==> src/rtl/clut_seq_if.sv <==
// Custom-register write bus feeding the colour lookup table sequencer.
interface clut_seq_if;
    logic        reg_wr;
    logic [7:0]  reg_addr;
    logic [15:0] reg_data;

    modport master (output reg_wr, reg_addr, reg_data);
    modport slave  (input  reg_wr, reg_addr, reg_data);
endinterface

==> src/rtl/clut_seq.sv <==
// Colour lookup table sequencer: power-up/clear fill, queued register writes
// into the table, and a two-stage pixel lookup pipe.
module clut_seq #(
    parameter int unsigned FIFO_DEPTH = 4
) (
    input  logic             clk,
    input  logic             rst,
    clut_seq_if.slave        reg_bus,
    input  logic             clr_req,
    input  logic             pix_en,
    input  logic [4:0]       pix_idx,
    output logic             cpu_wr,
    output logic [4:0]       cpu_idx,
    output logic [11:0]      cpu_rgb,
    output logic             clut_rd,
    output logic [4:0]       clut_idx,
    input  logic [11:0]      clut_rgb,
    output logic [11:0]      pix_rgb,
    output logic             pix_vld,
    output logic             busy,
    output logic             ovf,
    output logic [4:0]       fifo_lvl
);

    localparam int unsigned PW = (FIFO_DEPTH > 1) ? $clog2(FIFO_DEPTH) : 1;

    typedef enum logic {ST_INIT, ST_RUN} state_t;

    state_t        state_q, state_d;
    logic [4:0]    clr_cnt_q, clr_cnt_d;
    logic [16:0]   mem_q [FIFO_DEPTH];
    logic [16:0]   mem_d [FIFO_DEPTH];
    logic [PW-1:0] rd_ptr_q, rd_ptr_d, wr_ptr_q, wr_ptr_d;
    logic [4:0]    lvl_q, lvl_d;
    logic          ovf_q, ovf_d;
    logic          cpu_wr_q, cpu_wr_d;
    logic [4:0]    cpu_idx_q, cpu_idx_d;
    logic [11:0]   cpu_rgb_q, cpu_rgb_d;
    logic          pix_d1_q, pix_d1_d;
    logic          pix_vld_q, pix_vld_d;

    logic wr_hit, full, empty, flush, pop, push;

    always_comb begin
        wr_hit = reg_bus.reg_wr && (reg_bus.reg_addr[7:5] == 3'b110);
        full   = (lvl_q == 5'(FIFO_DEPTH));
        empty  = (lvl_q == '0);
        // A clear in RUN wins over draining: nothing queued or arriving is applied.
        flush  = (state_q == ST_RUN) && clr_req;
        pop    = (state_q == ST_RUN) && !clr_req && !empty;
        push   = wr_hit && !flush && (!full || pop);

        mem_d     = mem_q;
        rd_ptr_d  = rd_ptr_q;
        wr_ptr_d  = wr_ptr_q;
        lvl_d     = lvl_q;
        ovf_d     = ovf_q;
        state_d   = state_q;
        clr_cnt_d = clr_cnt_q;
        cpu_wr_d  = 1'b0;
        cpu_idx_d = cpu_idx_q;
        cpu_rgb_d = cpu_rgb_q;
        pix_d1_d  = pix_en;
        pix_vld_d = pix_d1_q;

        if (push) begin
            mem_d[wr_ptr_q] = {reg_bus.reg_addr[4:0], reg_bus.reg_data[11:0]};
            wr_ptr_d        = wr_ptr_q + 1'b1;
        end
        if (pop) begin
            rd_ptr_d = rd_ptr_q + 1'b1;
        end
        case ({push, pop})
            2'b10:   lvl_d = lvl_q + 5'd1;
            2'b01:   lvl_d = lvl_q - 5'd1;
            default: lvl_d = lvl_q;
        endcase
        if (wr_hit && full && !pop && !flush) begin
            ovf_d = 1'b1;
        end

        case (state_q)
            ST_INIT: begin
                cpu_wr_d  = 1'b1;
                cpu_idx_d = clr_cnt_q;
                cpu_rgb_d = '0;
                clr_cnt_d = clr_cnt_q + 5'd1;
                if (clr_cnt_q == 5'd31) begin
                    state_d = ST_RUN;
                end
            end
            default: begin
                if (flush) begin
                    state_d   = ST_INIT;
                    clr_cnt_d = '0;
                    rd_ptr_d  = '0;
                    wr_ptr_d  = '0;
                    lvl_d     = '0;
                end else if (pop) begin
                    cpu_wr_d  = 1'b1;
                    cpu_idx_d = mem_q[rd_ptr_q][16:12];
                    cpu_rgb_d = mem_q[rd_ptr_q][11:0];
                end
            end
        endcase
    end

    always_ff @(posedge clk or posedge rst) begin
        if (rst) begin
            state_q   <= ST_INIT;
            clr_cnt_q <= '0;
            rd_ptr_q  <= '0;
            wr_ptr_q  <= '0;
            lvl_q     <= '0;
            ovf_q     <= 1'b0;
            cpu_wr_q  <= 1'b0;
            cpu_idx_q <= '0;
            cpu_rgb_q <= '0;
            pix_d1_q  <= 1'b0;
            pix_vld_q <= 1'b0;
        end else begin
            state_q   <= state_d;
            clr_cnt_q <= clr_cnt_d;
            rd_ptr_q  <= rd_ptr_d;
            wr_ptr_q  <= wr_ptr_d;
            lvl_q     <= lvl_d;
            ovf_q     <= ovf_d;
            cpu_wr_q  <= cpu_wr_d;
            cpu_idx_q <= cpu_idx_d;
            cpu_rgb_q <= cpu_rgb_d;
            pix_d1_q  <= pix_d1_d;
            pix_vld_q <= pix_vld_d;
        end
    end

    // Queue storage needs no reset; occupancy and pointers define validity.
    always_ff @(posedge clk) begin
        mem_q <= mem_d;
    end

    assign cpu_wr   = cpu_wr_q;
    assign cpu_idx  = cpu_idx_q;
    assign cpu_rgb  = cpu_rgb_q;
    assign clut_rd  = pix_en;
    assign clut_idx = pix_idx;
    assign pix_vld  = pix_vld_q;
    assign pix_rgb  = pix_vld_q ? clut_rgb : 12'h000;
    assign busy     = (state_q == ST_INIT);
    assign ovf      = ovf_q;
    assign fifo_lvl = lvl_q;

endmodule
==> src/flat_wrapper.sv <==
// flat-port wrapper written by rule: the top's interface ports become plain ports
module clut_seq_flat 
#(
    parameter int unsigned FIFO_DEPTH = 4
)
  (clk, rst, clr_req, pix_en, pix_idx, cpu_wr, cpu_idx, cpu_rgb, clut_rd, clut_idx, clut_rgb, pix_rgb, pix_vld, busy, ovf, fifo_lvl, reg_bus_reg_wr, reg_bus_reg_addr, reg_bus_reg_data);
  clut_seq_if reg_bus_i ();
  input  logic clk;
  input  logic rst;
  input  logic clr_req;
  input  logic pix_en;
  input  logic [4:0] pix_idx;
  output logic cpu_wr;
  output logic [4:0] cpu_idx;
  output logic [11:0] cpu_rgb;
  output logic clut_rd;
  output logic [4:0] clut_idx;
  input  logic [11:0] clut_rgb;
  output logic [11:0] pix_rgb;
  output logic pix_vld;
  output logic busy;
  output logic ovf;
  output logic [4:0] fifo_lvl;
  input wire logic [$bits(reg_bus_i.reg_wr)-1:0] reg_bus_reg_wr;
  input wire logic [$bits(reg_bus_i.reg_addr)-1:0] reg_bus_reg_addr;
  input wire logic [$bits(reg_bus_i.reg_data)-1:0] reg_bus_reg_data;
  assign reg_bus_i.reg_wr = reg_bus_reg_wr;
  assign reg_bus_i.reg_addr = reg_bus_reg_addr;
  assign reg_bus_i.reg_data = reg_bus_reg_data;
  clut_seq #(.FIFO_DEPTH(FIFO_DEPTH)) u_core (.clk(clk), .rst(rst), .reg_bus(reg_bus_i), .clr_req(clr_req), .pix_en(pix_en), .pix_idx(pix_idx), .cpu_wr(cpu_wr), .cpu_idx(cpu_idx), .cpu_rgb(cpu_rgb), .clut_rd(clut_rd), .clut_idx(clut_idx), .clut_rgb(clut_rgb), .pix_rgb(pix_rgb), .pix_vld(pix_vld), .busy(busy), .ovf(ovf), .fifo_lvl(fifo_lvl));
endmodule
==> config.mk <==
export PLATFORM = sky130hd
export DESIGN_NAME = clut_seq_flat
export DESIGN_NICKNAME = d
export VERILOG_FILES = /design/src/rtl/clut_seq_if.sv /design/src/rtl/clut_seq.sv /design/src/flat_wrapper.sv
export SDC_FILE = /design/constraint.sdc
export NUM_CORES = 1
export LEC_CHECK = 0
export ABC_AREA = 1
export ABC_CLOCK_PERIOD_IN_PS = 2400
export CAP_MARGIN = 20
export CELL_PAD_IN_SITES_DETAIL_PLACEMENT = 2
export CELL_PAD_IN_SITES_GLOBAL_PLACEMENT = 2
export CORE_MARGIN = 5
export CORE_UTILIZATION = 30
export DETAILED_ROUTE_END_ITERATION = 16
export HOLD_SLACK_MARGIN = 0.12
export PLACE_DENSITY_LB_ADDON = 0.05
export SLEW_MARGIN = 20
export SYNTH_ARGS = -nofsm -noshare
export SYNTH_HDL_FRONTEND = slang
export SYNTH_SLANG_ARGS = --single-unit
==> constraint.sdc <==
create_clock -name clk -period 2.4 [get_ports clk]
set_clock_uncertainty 0.1 [all_clocks]
set_input_delay 0.24 -clock clk [delete_from_list [all_inputs] [get_ports clk]]
set_output_delay 0.24 -clock clk [all_outputs]
set_load 0.02 [all_outputs]
Yosys cells after proc, flatten, opt, wreduce, memory -nomap -nowiden:

Cells that the tools add are included.

* shift operators: 0
* $add $sub $neg: 5
* reduce and logical (&&, ||, !) cells: 18
* muxes and demuxes: 30
* bitwise operators: 3
* $mul: 0
* $lt $le $gt $ge: 3
* divide/modulo/power cells: 0
* eq/ne operators: 8

Operators with widths (count)
* $bwmux W68: 1
* $mux W17: 3
* $mux W12: 4
* $mux W5: 7
* $bmux W17 S2: 1
* $demux W17 S2: 1
* $mux W2: 6
* $add A5 B1 Y5 const B: 2
* $logic_and A1 B1 Y1: 10
* $pmux W5 S2: 1
* $ge A3 B3 Y1 const B: 2
* $mux W1: 6
* $ne A2 B2 Y1 const B: 3
* $not A2 Y3: 2
* $eq A5 B3 Y1 const B: 1
* $eq A5 B5 Y1 const B: 1
* $logic_not A1 Y1: 5
* $logic_not A5 Y1: 1
* $sub A5 B1 Y5 const B: 1
* $add A2 B1 Y2 const B: 2
* $eq A3 B3 Y1 const B: 1
* $lt A3 B1 Y1 const B: 1
* $eq A2 B1 Y1 const B: 1
* $eq A2 B2 Y1 const B: 1
* 3 further kinds: 3

* bits in read-only memories: 0
* bits in latches: 0
* register bits after elaboration: 104
* RAM bits: 0
* input bits: 46
* memories kept: 0

Depth between registers and ports, before layout:

Gate-level depths: netlist of run 1.

* word-level depth: 9
* depth in mapped cells: 21
* depth with buffers taken out: 19

Worst setup path before layout of run 1:

Ideal clock, no wire load.

* path kind: register -> register
* from: reg u_core.lvl_q[0], in the netlist u_core.fifo_lvl[0]
* to: reg u_core.lvl_q[4], in the netlist u_core.fifo_lvl[4]
* clock period less this slack: 2.509 ns
* slack: -0.109 ns
* arrival time: 2.296 ns
* required time: 2.187 ns
* cell stages (with the launch flop): 21
* buffers on the path: 2
* cell sequence: dfrtp_1 > inv_1 > nand2_1 > nor3_4 > nand2_2 > nand2_4 > buf_6 > inv_1 > ha_1 > buf_2 > nand2_1 > inv_1 > nor2_1 > ha_1 > inv_1 > nand2_1 > nand3_1 > nand3_1 > nand3_1 > nand2_1 > inv_1

* word-level cells in the longest chain between the ends: 9

RTL lines
* from (decl): line clut_seq.sv:34 `logic [4:0] lvl_q, lvl_d;`
* from (signal assigned): line clut_seq.sv:126 `lvl_q <= lvl_d;`
* $logic_not A5 Y1: line clut_seq.sv:47 `empty = (lvl_q == '0);`
* $logic_not A1 Y1: line clut_seq.sv:50 `pop = (state_q == ST_RUN) && !clr_req && !empty;`
* $logic_and A1 B1 Y1: line clut_seq.sv:50
* $logic_or A1 B1 Y1: line clut_seq.sv:51 `push = wr_hit && !flush && (!full || pop);`
* $logic_and A1 B1 Y1: line clut_seq.sv:51
* $eq A2 B1 Y1 or $eq A2 B2 Y1 (tied branches): line clut_seq.sv:73 `case ({push, pop})`
* $pmux W5 S2 (*): line clut_seq.sv:73
* $mux W5: line clut_seq.sv:93 `if (flush) begin`
* $mux W5 (*): line clut_seq.sv:82 `case (state_q)`
* net u_core.lvl_d[4]: line clut_seq.sv:34

Mark *: on every way through the listed nets, which the timed path passes. The rest lies on a longest branch.
A chain may end at the register's enable or synchronous reset.

Final worst setup path of run 1:

* from: reg u_core.state_q
* to: reg u_core.lvl_q[4], in the netlist u_core.fifo_lvl[4]

* word-level cells in the longest chain between the ends: 8

RTL lines
* from (decl): line clut_seq.sv:29 `state_t state_q, state_d;`
* from (signal assigned): line clut_seq.sv:122 `state_q <= state_d;`
* $logic_and A1 B1 Y1 (on tied branches): line clut_seq.sv:49, clut_seq.sv:50
* $logic_not A1 Y1 or $logic_and A1 B1 Y1 (tied branches): line clut_seq.sv:51, clut_seq.sv:50
* $logic_and A1 B1 Y1 or $logic_or A1 B1 Y1 (tied branches): line clut_seq.sv:51
* $logic_and A1 B1 Y1: line clut_seq.sv:51
* $eq A2 B1 Y1 or $eq A2 B2 Y1 (tied branches): line clut_seq.sv:73
* $pmux W5 S2: line clut_seq.sv:73
* $mux W5: line clut_seq.sv:93
* $mux W5 (*): line clut_seq.sv:82
* net u_core.lvl_d[4]: line clut_seq.sv:34

Marks and branches as above.

==> results of run 1 <==
-- cell families (layout without fill, tap and decap cells) --
kind of cell	Yosys count	count (layout)	share of synthesized area, %
adder cells (fa/ha/maj)	9	9	2.48
buffers and inverters	72	171	7.56
flip-flops	104	104	64.9
AO/OA/AOI/OAI	72	72	9.11
AND/OR/NAND/NOR	162	162	15.4
XOR/XNOR	3	3	0.580
-- what timing repair did --
action,4_1_cts,5_1_grt
resized for setup,0,4
buffers inserted,0,3
endpoints found under the setup margin,0,2
-- worst reg2reg max path: cells and delay by family, from the launching register on --
kind / cells / cell delay (ns)
AOI/OAI and AO/OA: 1 / 0.17
adders and majority gates: 2 / 0.34
buffers and inverters: 4 / 0.18
DFF: 1 / 0.45
and+or+nand+nor: 10 / 0.86
-- state kept, by name, summed over array words and instances, names as in the netlist, 2 cells and up --
| signal | flops |
|---|---|
| u_core.fifo_lvl | 5 |
| u_core.rd_ptr_q | 2 |
| u_core.mem_q | 68 |
| u_core.wr_ptr_q | 2 |
| u_core.clr_cnt_q | 5 |
| u_core.cpu_rgb | 12 |
| u_core.cpu_idx | 5 |
-- layout by cell type (no fill, tap or decap), drive strengths merged --
cell           count
a21oi              6
buf               32
bufinv             1
clkbuf            11
clkdlybuf4s50     75
clkinv             1
clkinvlp           1
dfrtp             36
edfxtp            68
ha                 9
inv               50
nand2             71
nand3             38
nand3b             1
nand4              2
nor2              49
nor3               1
o21ai             52
o21bai             1
o22a              12
o22ai              1
xnor2              1
xor2               2
-- final timing paths --
check | startpoint | to | cells after the start
min in group clk | u_core.pix_d1_q | u_core.pix_vld | 0
worst min-delay path | rst | u_core.cpu_rgb[0] | 2
worst max register to register | u_core.state_q | u_core.fifo_lvl[4] | 17
worst max-delay path | u_core.state_q | u_core.fifo_lvl[4] | 17
max in group asynchronous | rst | u_core.state_q | 3
worst min register to register | u_core.pix_d1_q | u_core.pix_vld | 0
-- synth_stat cells (all sizes together) --
library cell	count	share of area (%)
nand2	71	6.1
edfxtp	68	45
o21ai	52	5.7
nor2	49	4.3
inv	48	4.0
nand3	38	4.2
dfrtp	36	20
buf	22	3.4
o22a	12	2.3
ha	9	2.5
a21oi	6	0.74
clkbuf	2	0.19
nand4	2	0.28
xor2	2	0.39
nand3b	1	0.17
nor3	1	0.36
o21bai	1	0.17
o22ai	1	0.14
xnor2	1	0.19
-- stage by stage --
step	total power [µW]	setup TNS (ns)	instance area, µm²
6_report	6250	0	5970
4_1_cts	6360	0	5940
5_1_grt	6720	-0.0172	5970
3_3_place_gp	4680	-0.178	5630
3_5_place_dp	4780	-0.468	5630
2_1_floorplan	3840	-0.0441	4570
-- power by group through the flow --
stage               registers [µW]  logic, µW  clock network [µW]
floorplan                     2510       1330                   0
global placement              2370       2310                   0
detailed placement            2390       2400                   0
CTS                           2350       2400                1610
global route                  2380       2650                1680
finish                        2350       2350                1550
-- layout make-up --
cell class	instances	area, µm²
Tap cell	188	235
Multi-Input combinational cell	246	1280
Fill cell	1602	9060
Inverter	48	183
Sequential cell	104	2950
Timing Repair Buffer	107	1020
Clock buffer	11	243
Clock inverter	5	73.8
-- per-layer routing --
metal | vias up | wire length, µm | track usage (%)
met1 | 1711 | 5510 | 17.9
li1 | 1597 | - | -
met4 | 0 | 121 | 3.18
met5 | - | 0 | 0
met2 | 55 | 6490 | 26.4
met3 | 7 | 486 | 4.49
==> summary.md, run 1 <==
### STA
* **setup slack of the critical path after layout** 0.231 ns
* **measured slew at the worst slew-check pin** 0.637 ns
* **achievable frequency** 0.461 GHz
* **final-layout worst hold slack** 0.166 ns
* **endpoints failing setup** 0
* **Pins Over Slew Limit** 0
* **relative max-transition margin** 57.5%
* **fin crit period** 2.17 ns
* **final worst path period share** 90.4%
* **Final Hold Viols** 0

### Global routing
* **wire length of the first global-routing pass** 20,500 µm
* **GRT Residual Overflow** 0
* **number of global-route vias before repair** 3,788
* **initial antenna violation count** 0
* **pin count of the biggest net entering global routing** 38
* **GR Util All Layers** 14.9%

### Routing
* **number of optimization iterations in the first detailed-route pass** 4
* **vias per cell** 4.75
* **number of remaining DRC errors** 0
* **Wirelength per Cell** 17.8 µm
* **final wirelength** 12,600 µm
* **iteration-0 DRC count of the detailed router** 158
* **remaining antenna violation count after routing** 0
* **number of vias in the routed layout** 3,370

### Floorplanning
* **Initial Utilization** 30.2%
* **Horiz. Die Dim** 133 µm
* **die outline height** 133 µm
* **Die Footprint** 0.0177 mm²
* **Core Footprint** 0.0150 mm²
* **top-level port count** 90
* **row count** 45

### Yosys
* **warnings from Yosys** 0
* **distinct cell type count of the synthesized netlist** 30
* **syn avg cell area** 10.7 µm²
* **post-synthesis instance area** 0.00453 mm²
* **synthesized instance count** 422
* **post-synthesis sequential element count** 104
* **Syn Nets** 477
* **share of the yosys chip area belonging to registers** 64.9%

### Cells and area
* **Finished Core Util** 39.7%
* **number of diodes added for antenna fixing** 0
* **synthesis-to-finish area growth** 31.8%
* **number of nets in the layout** 571
* **layout cells sized above 1** 13.8%
* **Final Instance Count excl. Fillers** 709

### Placement
* **Post-Place Worst Slack** -0.208 ns
* **Final Wtd Congestion** 0.738
* **# placed instances** 690
* **number of port buffers** 75
* **final HPWL from detailed placement** 8870 µm

### Critical path
* **Max stage delay cell, worst path** dfrtp_2
* **kind of critical path** reg2reg
* **cells along the critical path** nand2_1 > nand4_1 > a21oi_2 > inv_2 > ha_4 > nand2_2 > inv_2 > nor2_2 > ha_2 > inv_1 > nand2_1 > nand3_1 > nand2_1 > nand2_1 > nand3_1 > nand2_1 > inv_1
* **register-to-register setup slack** 0.23 ns
* **CP Launch Type** flop
* **top fanout value on the critical path** 4
* **Required @ worst endpoint** 2.59 ns
* **Critical path buffers and inverters** 4
* **kind of cell adding the most delay to the critical path** simple AND/OR/NAND/NOR gates
* **crit-path max cell delay** 0.45 ns
* **Worst Setup End Kind** flop
* **most used cell, CP** nand2_1
* **crit path DAT** 2.36 ns

### Power and ir drop
* **share of power burned in combinational logic** 37.6%
* **share of total power in sequential cells** 37.5%
* **NetSw** 2290 µW
* **switching share of power** 36.7%
* **leakage power of the design** 0.00245 µW
* **clock group share of total power** 24.8%
* **internal power summed over all cells** 3960 µW
* **worst ir drop on vdd** 0.500 mV
* **total power per unit cell area** 1050 mW/mm²

### CTS
* **cell at the root of the clock tree** clkbuf_16
* **register clock-pin slew on the reported worst setup and hold paths** 0.07 ns
* **hold_buf cts** 0
* **latest clock arrival within the worst-skew pair** 0.35 ns
* **number of sinks driven by the clock tree** 104
* **total number of H-tree levels** 3
* **Max Buffers Root-to-Sink** 2
* **Num CTS Buffers** 9
* **clock tree from TritonCTS** done

### Min path
* **class of the tightest hold or removal check** in2async

### Flow run
* **number of max-cap violations** 0

### Run status
* **status** completed

(Power assumes the default switching activity.)
==> inputs of run 2 (changes only) <==
--- a/config.mk
+++ b/config.mk
@@ -14,7 +14,7 @@
 export CORE_UTILIZATION = 30
 export DETAILED_ROUTE_END_ITERATION = 16
 export HOLD_SLACK_MARGIN = 0.12
-export PLACE_DENSITY_LB_ADDON = 0.05
+export PLACE_DENSITY = 0.78
 export SLEW_MARGIN = 20
 export SYNTH_ARGS = -nofsm -noshare
 export SYNTH_HDL_FRONTEND = slang
==> summary.md, run 2 (same netlist as run 1, synthesis figures left out) <==
### Floorplanning
* **Core Footprint** 0.0150 mm²
* **row count** 45
* **die outline height** 133 µm
* **Die Footprint** 0.0177 mm²
* **Horiz. Die Dim** 133 µm
* **top-level port count** 90
* **Initial Utilization** 30.2%

### Placement
* **final HPWL from detailed placement** 8590 µm
* **# placed instances** 678
* **Final Wtd Congestion** 0.711
* **Post-Place Worst Slack** -0.166 ns
* **number of port buffers** 75

### Run status
* **status** completed

### Global routing
* **wire length of the first global-routing pass** 21,100 µm
* **GRT Residual Overflow** 0
* **number of global-route vias before repair** 3,945
* **pin count of the biggest net entering global routing** 38
* **initial antenna violation count** 0
* **GR Util All Layers** 15.5%

### STA
* **final worst path period share** 94.9%
* **fin crit period** 2.28 ns
* **Pins Over Slew Limit** 0
* **achievable frequency** 0.439 GHz
* **setup slack of the critical path after layout** 0.122 ns
* **relative max-transition margin** 54.9%
* **Final Hold Viols** 0
* **setup repair after global routing missed its margin** true
* **sum of negative setup slack** 0 ns
* **endpoints failing setup** 0
* **measured slew at the worst slew-check pin** 0.676 ns

### Cells and area
* **Most flops, register** u_core.mem_q
* **Final Instance Count excl. Fillers** 697
* **synthesis-to-finish area growth** 30.2%
* **number of nets in the layout** 559
* **flip-flop count of the largest register, all copies and words added** 68
* **leading cell type in the layout, fill and taps excluded** clkdlybuf4s50_1
* **most frequent cells in the layout** 75 x clkdlybuf4s50_1, 68 x edfxtp_1, 66 x nand2_1
* **layout cells sized above 1** 11.4%
* **number of diodes added for antenna fixing** 0

### Flow run
* **number of max-cap violations** 0

### CTS
* **number of sinks driven by the clock tree** 104
* **latest clock arrival within the worst-skew pair** 0.36 ns
* **hold_buf cts** 0
* **Max Buffers Root-to-Sink** 2
* **clock tree from TritonCTS** done
* **register clock-pin slew on the reported worst setup and hold paths** 0.07 ns
* **total number of H-tree levels** 3
* **cell at the root of the clock tree** clkbuf_16
* **Num CTS Buffers** 9

### Routing
* **vias per cell** 4.85
* **number of optimization iterations in the first detailed-route pass** 4
* **number of remaining DRC errors** 0
* **number of vias in the routed layout** 3,377
* **Wirelength per Cell** 18.8 µm
* **final wirelength** 13,100 µm
* **iteration-0 DRC count of the detailed router** 137
* **remaining antenna violation count after routing** 0

### Power and ir drop
* **total power per unit cell area** 1050 mW/mm²
* **worst ir drop on vdd** 0.349 mV
* **leakage power of the design** 0.00240 µW

### Critical path
* **FF-to-FF Start** u_core.fifo_lvl[1]
* **top fanout value on the critical path** 4
* **Required @ worst endpoint** 2.55 ns
* **Worst Setup End Kind** flop
* **destination of the critical timing path** u_core.fifo_lvl[4]
* **worst setup path startpoint** u_core.fifo_lvl[1]
* **register-to-register setup slack** 0.12 ns
* **terminus of the critical flop-to-flop path** u_core.fifo_lvl[4]
* **worst reg2reg path depth** 18
* **crit path DAT** 2.43 ns
* **kind of critical path** reg2reg
* **CP Launch Type** flop

### Min path
* **class of the tightest hold or removal check** in2async

==> run 2: how the worst min path moves through the flow <==
stage / cells after the start / end / from
after floorplan: 0 / u_core.pix_d1_q / pix_en
after global placement: 0 / u_core.pix_vld / u_core.pix_d1_q
after detailed placement: 0 / u_core.pix_vld / u_core.pix_d1_q
after CTS: 2 / u_core.pix_vld / rst
after global routing: 2 / u_core.pix_vld / rst
final: 2 / u_core.pix_vld / rst
==> run 2: area by class of cell <==
cell class                      instances  area, µm²
Tap cell                              188        235
Clock inverter                          6       68.8
Clock buffer                           10        229
Inverter                               48        183
Sequential cell                       104       2950
Multi-Input combinational cell        246       1280
Fill cell                            1590       9130
Timing Repair Buffer                   95        963
==> run 2: layer usage <==
| layer | share of wire (%) | vias up | global-route usage (%) |
|---|---|---|---|
| met5 | 0 | - | 0 |
| met4 | 1.6 | 0 | 5.37 |
| met3 | 3.6 | 15 | 3.42 |
| met2 | 53 | 70 | 28.2 |
| met1 | 42 | 1715 | 17.9 |
| li1 | - | 1577 | - |
==> run 2: critical path, cell delays in order, from the launching register on <==
cell and delay (ns):
dfrtp_2 0.44, inv_2 0.08, nand2_2 0.06, nor3_4 0.21, nand2_2 0.11, nand2_4 0.10
inv_4 0.04, ha_4 0.16, nand2_2 0.08, inv_2 0.04, nor2_2 0.13, ha_2 0.17
inv_1 0.04, nand2_2 0.07, nand3_2 0.08, nand3_1 0.08, nand3_1 0.07, nand2_1 0.07
inv_1 0.04
==> run 2: where the power goes <==
part           internal, µW  switching (µW)  total, µW
clock                   816             687       1500
sequential             2160             204       2370
combinational           897            1420       2320
==> run 2: repair_timing <==
action | 4_1_cts | 5_1_grt
setup buffers | 0 | 3
setup endpoints to repair | 1 | 3
pin swaps | 1 | 2
resized for setup | 0 | 3
==> run 2: metrics by stage <==
step	instance area [µm²]	power [µW]	hold WS, ns	util (%)
4_1_cts	5870	6260	0.189	39.1
3_5_place_dp	5580	4710	0.252	37.1
6_report	5910	6190	0.187	39.3
2_1_floorplan	4570	3840	0.171	-
5_1_grt	5910	6650	0.218	39.3
3_3_place_gp	5580	4560	0.234	37.1
